[config.mk]
export PLATFORM = sky130hd
export DESIGN_NAME = mem_arbiter_rr_flat
export DESIGN_NICKNAME = d
export VERILOG_FILES = /design/src/rtl/mem_arbiter_rr_pkg.sv /design/src/rtl/mem_arbiter_rr_if.sv /design/src/rtl/mem_arbiter_rr_rr_arbiter.sv /design/src/rtl/mem_arbiter_rr.sv /design/src/flat_wrapper.sv
export SDC_FILE = /design/constraint.sdc
export NUM_CORES = 1
export LEC_CHECK = 0
export ABC_AREA = 1
export ABC_CLOCK_PERIOD_IN_PS = 5000
export BUFFER_PORTS_ARGS = -buffer_cell sky130_fd_sc_hd__buf_2
export CELL_PAD_IN_SITES_DETAIL_PLACEMENT = 1
export CELL_PAD_IN_SITES_GLOBAL_PLACEMENT = 2
export CORE_MARGIN = 2
export CORE_UTILIZATION = 24
export CTS_BUF_LIST = sky130_fd_sc_hd__clkbuf_4 sky130_fd_sc_hd__clkbuf_8
export CTS_CLUSTER_DIAMETER = 150
export DETAILED_ROUTE_END_ITERATION = 12
export PLACE_DENSITY = 0.93
export SLEW_MARGIN = 20
export SYNTH_ARGS = -nofsm -noshare
export SYNTH_HDL_FRONTEND = slang
export SYNTH_HIERARCHICAL = 1
export SYNTH_SLANG_ARGS = --single-unit
export TNS_END_PERCENT = 10
[constraint.sdc]
create_clock -name clock -period 5 [get_ports clock]
set_input_delay 0.5 -clock clock [delete_from_list [all_inputs] [get_ports clock]]
set_output_delay 0.5 -clock clock [all_outputs]
set_load 0.03 [all_outputs]
[src/rtl/mem_arbiter_rr_pkg.sv]
// Shared definitions for the four-port round-robin memory arbiter.
//   - sizing constants for the CPU ports and the shared memory
//   - state_t : arbiter FSM states
//   - port_idx_t : index of one CPU port
package mem_arb_pkg;

  localparam int NUM_PORTS  = 4;
  localparam int DATA_W     = 8;
  localparam int ADDR_W     = 8;
  localparam int MEM_DEPTH  = 32;
  localparam int MEM_ADDR_W = 5;

  typedef logic [1:0] port_idx_t;

  typedef enum logic [1:0] {
    IDLE  = 2'd0,
    ISSUE = 2'd1,
    WAIT  = 2'd2,
    RESP  = 2'd3
  } state_t;

endpackage

[src/rtl/mem_arbiter_rr_if.sv]
// Bus bundle between the CPU request ports, the arbiter and the memory.
//   CPU side : REQ, RW, ADDRESS, data_in (to arbiter); ACK, data_out, ERR (from arbiter)
//   Mem side : mem_en, mem_we, mem_addr, mem_wdata (from arbiter); mem_rdata (to arbiter)
//
// Handshake: a CPU raises REQ[i] (acting as valid) together with RW/ADDRESS/data_in
// and holds all of them stable until it samples ACK[i] high. ACK[i] is a single-cycle
// completion pulse; data_out and ERR are valid only in that cycle. The CPU drops REQ[i]
// in the cycle after ACK (or keeps it high to start a new transaction). There is no
// separate ready: the arbiter latches the request when it grants it, so a REQ dropped
// after the grant still completes and is ACKed.
interface mem_arbiter_rr_if;
  import mem_arb_pkg::*;

  logic [NUM_PORTS-1:0]             REQ;
  logic [NUM_PORTS-1:0]             RW;
  logic [NUM_PORTS-1:0][ADDR_W-1:0] ADDRESS;
  logic [NUM_PORTS-1:0][DATA_W-1:0] data_in;
  logic [NUM_PORTS-1:0]             ACK;
  logic [DATA_W-1:0]                data_out;
  logic                             ERR;

  logic                             mem_en;
  logic                             mem_we;
  logic [MEM_ADDR_W-1:0]            mem_addr;
  logic [DATA_W-1:0]                mem_wdata;
  logic [DATA_W-1:0]                mem_rdata;

  // Arbiter view.
  modport slave (
    input  REQ, RW, ADDRESS, data_in, mem_rdata,
    output ACK, data_out, ERR, mem_en, mem_we, mem_addr, mem_wdata
  );

  // CPU + memory environment view.
  modport master (
    output REQ, RW, ADDRESS, data_in, mem_rdata,
    input  ACK, data_out, ERR, mem_en, mem_we, mem_addr, mem_wdata
  );

endinterface

[src/rtl/mem_arbiter_rr_rr_arbiter.sv]
// Combinational round-robin pick.
//   req        : per-port request vector
//   last_grant : port granted most recently (lowest priority next time)
//   any_req    : at least one request present
//   winner     : first requesting port searching last_grant+1 .. last_grant+4 (mod 4)
module rr_arbiter
  import mem_arb_pkg::*;
(
  input  logic [NUM_PORTS-1:0] req,
  input  port_idx_t            last_grant,
  output logic                 any_req,
  output port_idx_t            winner
);

  port_idx_t idx;

  always_comb begin
    any_req = 1'b0;
    winner  = '0;
    idx     = '0;
    for (int k = 1; k <= NUM_PORTS; k++) begin
      // 2-bit wraparound gives the mod-4 search order for free.
      idx = last_grant + port_idx_t'(k);
      if (!any_req && req[idx]) begin
        any_req = 1'b1;
        winner  = idx;
      end
    end
  end

endmodule

[src/rtl/mem_arbiter_rr.sv]
// Round-robin arbiter serialising four CPU request ports onto one 32-word memory.
//   clock, RESET : rising-edge clock, synchronous active-high reset
//   bus          : CPU request/ACK bundle plus memory port (slave modport)
//   BUSY         : transaction in flight (state != IDLE)
//   GRANT_ID     : port currently being served, valid while BUSY
//   fsm_state    : current FSM state, for observation
// Latency from the IDLE cycle that samples REQ: write ACK +2, read ACK +3,
// out-of-range ACK +1 (memory untouched, ERR=1, data_out cleared).
module mem_arbiter_rr
  import mem_arb_pkg::*;
(
  input  logic              clock,
  input  logic              RESET,
  mem_arbiter_rr_if.slave   bus,
  output logic              BUSY,
  output port_idx_t         GRANT_ID,
  output state_t            fsm_state
);

  state_t                state, state_nxt;
  port_idx_t             last_grant;
  port_idx_t             id;
  logic                  rw_q;
  logic                  err_q;
  logic [MEM_ADDR_W-1:0] addr_q;
  logic [DATA_W-1:0]     wdata_q;
  logic [DATA_W-1:0]     data_out_q;

  logic                  any_req;
  port_idx_t             winner;
  logic                  in_range;

  rr_arbiter u_rr (
    .req        (bus.REQ),
    .last_grant (last_grant),
    .any_req    (any_req),
    .winner     (winner)
  );

  // Range check is on the full CPU address, before truncation to the memory width.
  assign in_range = (bus.ADDRESS[winner] < ADDR_W'(MEM_DEPTH));

  // Next-state logic.
  always_comb begin
    state_nxt = state;
    unique case (state)
      IDLE:    if (any_req) state_nxt = in_range ? ISSUE : RESP;
      ISSUE:   state_nxt = rw_q ? RESP : WAIT;
      WAIT:    state_nxt = RESP;
      RESP:    state_nxt = IDLE;
      default: state_nxt = IDLE;
    endcase
  end

  // Moore outputs, all zero in IDLE so the reset state needs no extra registers.
  always_comb begin
    bus.mem_en    = 1'b0;
    bus.mem_we    = 1'b0;
    bus.mem_addr  = '0;
    bus.mem_wdata = '0;
    bus.ACK       = '0;
    bus.ERR       = 1'b0;
    if (state == ISSUE) begin
      bus.mem_en    = 1'b1;
      bus.mem_we    = rw_q;
      bus.mem_addr  = addr_q;
      bus.mem_wdata = wdata_q;
    end
    if (state == RESP) begin
      bus.ACK[id] = 1'b1;
      bus.ERR     = err_q;
    end
  end

  assign bus.data_out = data_out_q;
  assign BUSY         = (state != IDLE);
  assign GRANT_ID     = id;
  assign fsm_state    = state;

  always_ff @(posedge clock) begin
    if (RESET) begin
      state      <= IDLE;
      last_grant <= 2'd3;
      id         <= '0;
      rw_q       <= 1'b0;
      err_q      <= 1'b0;
      addr_q     <= '0;
      wdata_q    <= '0;
      data_out_q <= '0;
    end else begin
      state <= state_nxt;
      unique case (state)
        IDLE: begin
          if (any_req) begin
            id      <= winner;
            rw_q    <= bus.RW[winner];
            addr_q  <= bus.ADDRESS[winner][MEM_ADDR_W-1:0];
            wdata_q <= bus.data_in[winner];
            err_q   <= !in_range;
            // Out-of-range requests report zero data in their RESP cycle.
            if (!in_range) data_out_q <= '0;
          end
        end
        // Memory returns read data one cycle after the ISSUE strobe.
        WAIT:    data_out_q <= bus.mem_rdata;
        RESP:    last_grant <= id;
        default: ;
      endcase
    end
  end

endmodule

[src/flat_wrapper.sv]
// flat-port wrapper written by rule: the top's interface ports become plain ports
module mem_arbiter_rr_flat import mem_arb_pkg::*;
  (clock, RESET, BUSY, GRANT_ID, fsm_state, bus_REQ, bus_RW, bus_ADDRESS, bus_data_in, bus_mem_rdata, bus_ACK, bus_data_out, bus_ERR, bus_mem_en, bus_mem_we, bus_mem_addr, bus_mem_wdata);
  mem_arbiter_rr_if bus_i ();
  input  logic clock;
  input  logic RESET;
  output logic BUSY;
  output port_idx_t GRANT_ID;
  output state_t fsm_state;
  input wire logic [$bits(bus_i.REQ)-1:0] bus_REQ;
  input wire logic [$bits(bus_i.RW)-1:0] bus_RW;
  input wire logic [$bits(bus_i.ADDRESS)-1:0] bus_ADDRESS;
  input wire logic [$bits(bus_i.data_in)-1:0] bus_data_in;
  input wire logic [$bits(bus_i.mem_rdata)-1:0] bus_mem_rdata;
  output wire logic [$bits(bus_i.ACK)-1:0] bus_ACK;
  output wire logic [$bits(bus_i.data_out)-1:0] bus_data_out;
  output wire logic [$bits(bus_i.ERR)-1:0] bus_ERR;
  output wire logic [$bits(bus_i.mem_en)-1:0] bus_mem_en;
  output wire logic [$bits(bus_i.mem_we)-1:0] bus_mem_we;
  output wire logic [$bits(bus_i.mem_addr)-1:0] bus_mem_addr;
  output wire logic [$bits(bus_i.mem_wdata)-1:0] bus_mem_wdata;
  assign bus_i.REQ = bus_REQ;
  assign bus_i.RW = bus_RW;
  assign bus_i.ADDRESS = bus_ADDRESS;
  assign bus_i.data_in = bus_data_in;
  assign bus_i.mem_rdata = bus_mem_rdata;
  assign bus_ACK = bus_i.ACK;
  assign bus_data_out = bus_i.data_out;
  assign bus_ERR = bus_i.ERR;
  assign bus_mem_en = bus_i.mem_en;
  assign bus_mem_we = bus_i.mem_we;
  assign bus_mem_addr = bus_i.mem_addr;
  assign bus_mem_wdata = bus_i.mem_wdata;
  mem_arbiter_rr u_core (.clock(clock), .RESET(RESET), .bus(bus_i), .BUSY(BUSY), .GRANT_ID(GRANT_ID), .fsm_state(fsm_state));
endmodule
== After elaboration in Yosys (flattened, before gate mapping) ==
Cells that the tools add are included.

* $add $sub $neg: 3
* Order comparisons: 8
* Eq/ne operators: 5
* Mux-type cells: 37
* Reductions and logical operators: 13

{| class="wikitable"
|+ Operators with widths
! cell !! count
|-
| $mux 8 || 5
|-
| $bmux 8 s2 || 2
|-
| $lt 2x3->1 const B || 6
|-
| $pmux 8 s2 || 1
|-
| $mux 1 || 14
|-
| $mux 2 || 6
|-
| $bmux 1 s2 || 5
|-
| $lt 8x6->1 const B || 1
|-
| $pmux 2 s4 || 1
|-
| $mux 5 || 1
|-
| $add 2x2->2 const B || 2
|-
| $eq 2x2->1 const B || 2
|-
| $logic_and 1x1->1 || 4
|-
| $logic_not 1->1 || 4
|-
| $mux 4 || 1
|-
| $reduce_bool 2->1 || 2
|-
| $reduce_and 3->1 || 1
|-
| $add 2x1->2 const B || 1
|-
| $demux 1 s2 || 1
|-
| $eq 2x1->1 const B || 1
|-
| $ge 2x1->1 const B || 1
|-
| $logic_not 2->1 || 1
|-
| $ne 2x1->1 const B || 1
|-
| $ne 2x2->1 const B || 1
|-
| $reduce_and 2->1 || 1
|}

* Bits in registers: 29
* Output and inout port bits: 33

== Logic depth before layout (Yosys ltp) ==
* Depth after elaboration: 19
* Depth in mapped cells: 19
* Depth with buffers taken out: 17

== By module ==
Netlist, hierarchy kept.

{| class="wikitable"
|+ Modules (own cells, without submodules)
! module !! times used !! cells each !! area each (µm²) !! seq. area each (µm²)
|-
| mem_arbiter_rr || 1 || 317 || 1896.8 || 580.6
|-
| rr_arbiter || 1 || 49 || 290.3 || 0.0
|}

== Least setup slack after synthesis ==
OpenSTA, ideal clock, no wires.

* Path type: flip-flop to output port
* Start point: register u_core.state[0], in the netlist u_core/fsm_state[0]
* End point: output port bus_mem_addr[0]
* Arrival: 1615 ps
* Setup slack: 2885 ps
* Stages on the path, launching flop included: 5
* Buffers on the path: 1
* Path through: dfxtp_1 > ha_1 > clkbuf_1 > nand2_1 > inv_1

* Longest elaborated chain between the ends: 2

{| class="wikitable"
|+ RTL lines
! what !! line !! RTL
|-
| start: declaration || mem_arbiter_rr.sv:20 || <nowiki>state_t state, state_nxt;</nowiki>
|-
| start signal: assignment || mem_arbiter_rr.sv:91 || <nowiki>state <= state_nxt;</nowiki>
|-
| $eq 2x1->1 || mem_arbiter_rr.sv:63 || <nowiki>if (state == ISSUE) begin</nowiki>
|-
| $mux 5 || mem_arbiter_rr.sv:63 ||
|-
| end: declaration || flat_wrapper.sv:20 || <nowiki>output wire logic [$bits(bus_i.mem_addr)-1:0] bus_mem_addr;</nowiki>
|}

No other way between the ends.

== Final worst setup path ==
* Start point: register u_core.last_grant[0]
* End point: register u_core.data_out_q[5], in the netlist u_core/bus.data_out[5]

* Longest elaborated chain between the ends: 18
* Elaborated cells between the ends (all ways): 31
* Classes of those cells: add/sub (3); order compare (1); eq/ne (2); mux (18); reduce/logical (7)

{| class="wikitable"
|+ RTL lines
! what !! line !! RTL
|-
| start: declaration || mem_arbiter_rr.sv:21 || <nowiki>port_idx_t last_grant;</nowiki>
|-
| start signal: assignment || mem_arbiter_rr.sv:106 || <nowiki>RESP: last_grant <= id;</nowiki>
|-
| $add 2x1->2 || mem_arbiter_rr_rr_arbiter.sv:23 || <nowiki>idx = last_grant + port_idx_t'(k);</nowiki>
|-
| $bmux 1 s2 || mem_arbiter_rr_rr_arbiter.sv:24 || <nowiki>if (!any_req && req[idx]) begin</nowiki>
|-
| $mux 1 (not written as such) || mem_arbiter_rr_rr_arbiter.sv:24 ||
|-
| $mux 1 || mem_arbiter_rr_rr_arbiter.sv:24 ||
|-
| $logic_not 1->1 || mem_arbiter_rr_rr_arbiter.sv:24 ||
|-
| $logic_and 1x1->1 || mem_arbiter_rr_rr_arbiter.sv:24 ||
|-
| $mux 1 || mem_arbiter_rr_rr_arbiter.sv:24 ||
|-
| $logic_not 1->1 || mem_arbiter_rr_rr_arbiter.sv:24 ||
|-
| [3 not listed] || n/a ||
|-
| $logic_and 1x1->1 || mem_arbiter_rr_rr_arbiter.sv:24 ||
|-
| $mux 2 * || mem_arbiter_rr_rr_arbiter.sv:24 ||
|-
| via u_core.winner[1] || mem_arbiter_rr.sv:30 || <nowiki>port_idx_t winner;</nowiki>
|-
| $bmux 8 s2 * || mem_arbiter_rr.sv:41 || <nowiki>assign in_range = (bus.ADDRESS[winner] < ADDR_W'(MEM_DEPTH));</nowiki>
|-
| $mux 8 (not written as such) * || mem_arbiter_rr.sv:41 ||
|-
| $lt 8x6->1 * || mem_arbiter_rr.sv:41 ||
|-
| $ne 2x2->1 (no source line) * || n/a ||
|-
| $reduce_and 3->1 (no source line) * || n/a ||
|-
| end signal: assignment || mem_arbiter_rr.sv:105 || <nowiki>WAIT: data_out_q <= bus.mem_rdata;</nowiki>
|-
| end: declaration || mem_arbiter_rr.sv:27 || <nowiki>logic [DATA_W-1:0] data_out_q;</nowiki>
|}

Mark *: on every way through the listed nets, which the timed path passes. The rest lies on a longest branch. The select of a mux whose other input is x is not followed.
A chain may end at the register's enable or synchronous reset.

==> metrics.txt <==
residual DRC count=0; Wirelength per Cell=12.9 um; register area share after synthesis=26.5%; multiplexer share of the synthesized area=0%; post-route ant nets=0; setup TNS=0 ps; Synth Area in Adders=2.86%; Vias=2646; Crit Path Category=reg2reg; Starting Density=25.0%; Synth cell types=24; Crit path arrival time=3250 ps; clock skew=2.60 ps; PD cells=614 nW/um2; fin crit period=3040 ps; core area=8760 um2; Clk Latency, worst-skew pair=270 ps; first-pass GRT wire length=12300 um; FF+latch area=581 um2; post-CTS sizing=0; Hold-fix buffers, CTS=0; CTS Sinks=29; Port Buffers=114; antenna cell count=0; syn_nets=453; Worst-Margin Slew=684 ps; post-synthesis simple-gate area fraction=35.8%; max cap viols=0; Clock Path Buffers=2; Slew HR=54.3%; Worst Path Max Fanout=17; Max Slew Vio Count=0; FF+latch count, synth=29; vias in the first global route=2652; final hold vios=0; layout cells sized above 1=32.1%; Final Net Count=557; final setup violation count=0; cell area after placement=2800 um2; CTS clock-pin slew for the worst setup and hold paths=60 ps; most frequent cells in the layout=buf_2 (114), nor2_1 (77), nand2_1 (61), inv_1 (55), o21ai_0 (41); routability-driven placement congestion ratio=0.785; Static Leakage=1.72 nW; die height=99.5 um; CTS tree=built; XOR/XNOR Fraction of Synth Area=0%; HPWL after DPL=5910 um; total clock buffers created by CTS=5; post-CTS setup repair buffer count=0; status=finished, final reports clean; num rows=34; Worst setup EP type=flop; Final period util=60.9%; main combinational cell family by area after synthesis=simple AND/OR/NAND/NOR gates; H-tree depth=2; HP Class=reg2reg; crit start category=flop; fill cell count=1231; Finished Cell Area=2890 um2; Die Area=9890 um2; Worst Path Required=5210 ps; Tot GR Track Use=15.1%; 1st-pass router iterations=4; area occupied by multi-input gates=1280 um2; Post-Syn Area per Cell=5.98 um2; gr ovfl total=0; area grow syn2layout=32.2%; Fmax=0.329 GHz; Synth Warn #=6; largest net degree at the start of global routing=31; DRT Wirelength=7450 um; Root Buffer=clkbuf_8; 1st-iter DRT viols=122; r2r setup slk=1960 ps; io pins=115; Worst VDD drop=0.133 mV; Vias/cell=4.58; initial antenna violation count=0; RSZ-0062 raised after global routing=no; Mapped Area=2190 um2; Synth Area in Compound Gates=20.0%; Gate Count Post-Synth=366; chip width=99.5 um; most common cell after layout, fill and taps aside=buf_2
## critical path: stages (launching register included)
cell and delay, ps:
dfxtp_1 610, nand2_1 190, nand2_4 120, nand2_4 60, nand2_4 80, nor2_4 40, nand4_1 70, nand3_1 470
inv_1 590, nand3_1 150, nand2_2 130, nand2_4 150, nand3_1 120, nand2_1 70, nor2_1 100
## cell families after synthesis
kind of cell / after synthesis
and+or+nand+nor: 178
adders and majority gates: 5
AOI/OAI and AO/OA: 77
buffers and inverters: 77
DFF: 29
## state kept, by name (all words and copies together) (netlist names)
register and count:
u_core/bus.data_out 8, u_core/wdata_q 8, u_core/addr_q 5, u_core/GRANT_ID 2
u_core/fsm_state 2, u_core/last_grant 2, u_core/err_q 1, u_core/rw_q 1
## report_power, final
group,internal [mW],switching (mW)
combinational,0.372,0.814
sequential,0.321,0.0692
clock,0.114,0.0843
total,0.808,0.967
## worst paths after layout
path | start | cells after the start | endpoint
worst max register to register | u_core/last_grant[0] | 14 | u_core/bus.data_out[5]
worst min-delay path | u_core/err_q | 2 | u_core/err_q
worst max-delay path | u_core/last_grant[0] | 14 | u_core/bus.data_out[5]
worst min register to register | u_core/err_q | 2 | u_core/err_q
## synth_stat cells, drive strengths merged
cell    count  area (um2)
a21oi      14         100
a31oi       1        6.26
nor3        1        5.00
clkbuf      8        30.0
nand3b      1        7.51
inv        59         226
o21a        1        7.51
nor2       78         300
ha          5        62.6
nand4       4        25.0
nand2      77         359
nand3      17        85.1
dfxtp      29         581
o21ai      47         235
o22ai      14        87.6
buf        10        68.8
## through the flow
stage | setup WS [ps] | utilization [%] | instances | hold WS (ps) | power (mW)
CTS | 1950 | 33.0 | 578 | 476 | 1.80
global route | 1660 | 33.0 | 578 | 507 | 1.96
global placement | 2040 | 32.0 | 571 | 459 | 1.55
floorplan | 2880 | - | 366 | 445 | 1.32
detailed placement | 1980 | 32.0 | 571 | 466 | 1.59
finish | 1960 | 33.0 | 578 | 478 | 1.78
## per-layer routing
metal	up-vias	global-route usage, %	wire (um)
li1	1355	-	-
met1	1204	19.9	3530
met2	84	26.2	3420
met3	3	3.02	484
met4	0	2.21	17
met5	-	0	0
## final cells by class
| type | count | share of cell area, % |
|---|---|---|
| clock buffer | 7 | 3.12 |
| multi-input combinational | 260 | 44.3 |
| tap | 108 | 4.67 |
| sequential | 29 | 20.1 |
| timing repair buffer | 115 | 20.0 |
| inverter | 59 | 7.83 |
No activity file was read; power rests on OpenSTA's default activity.
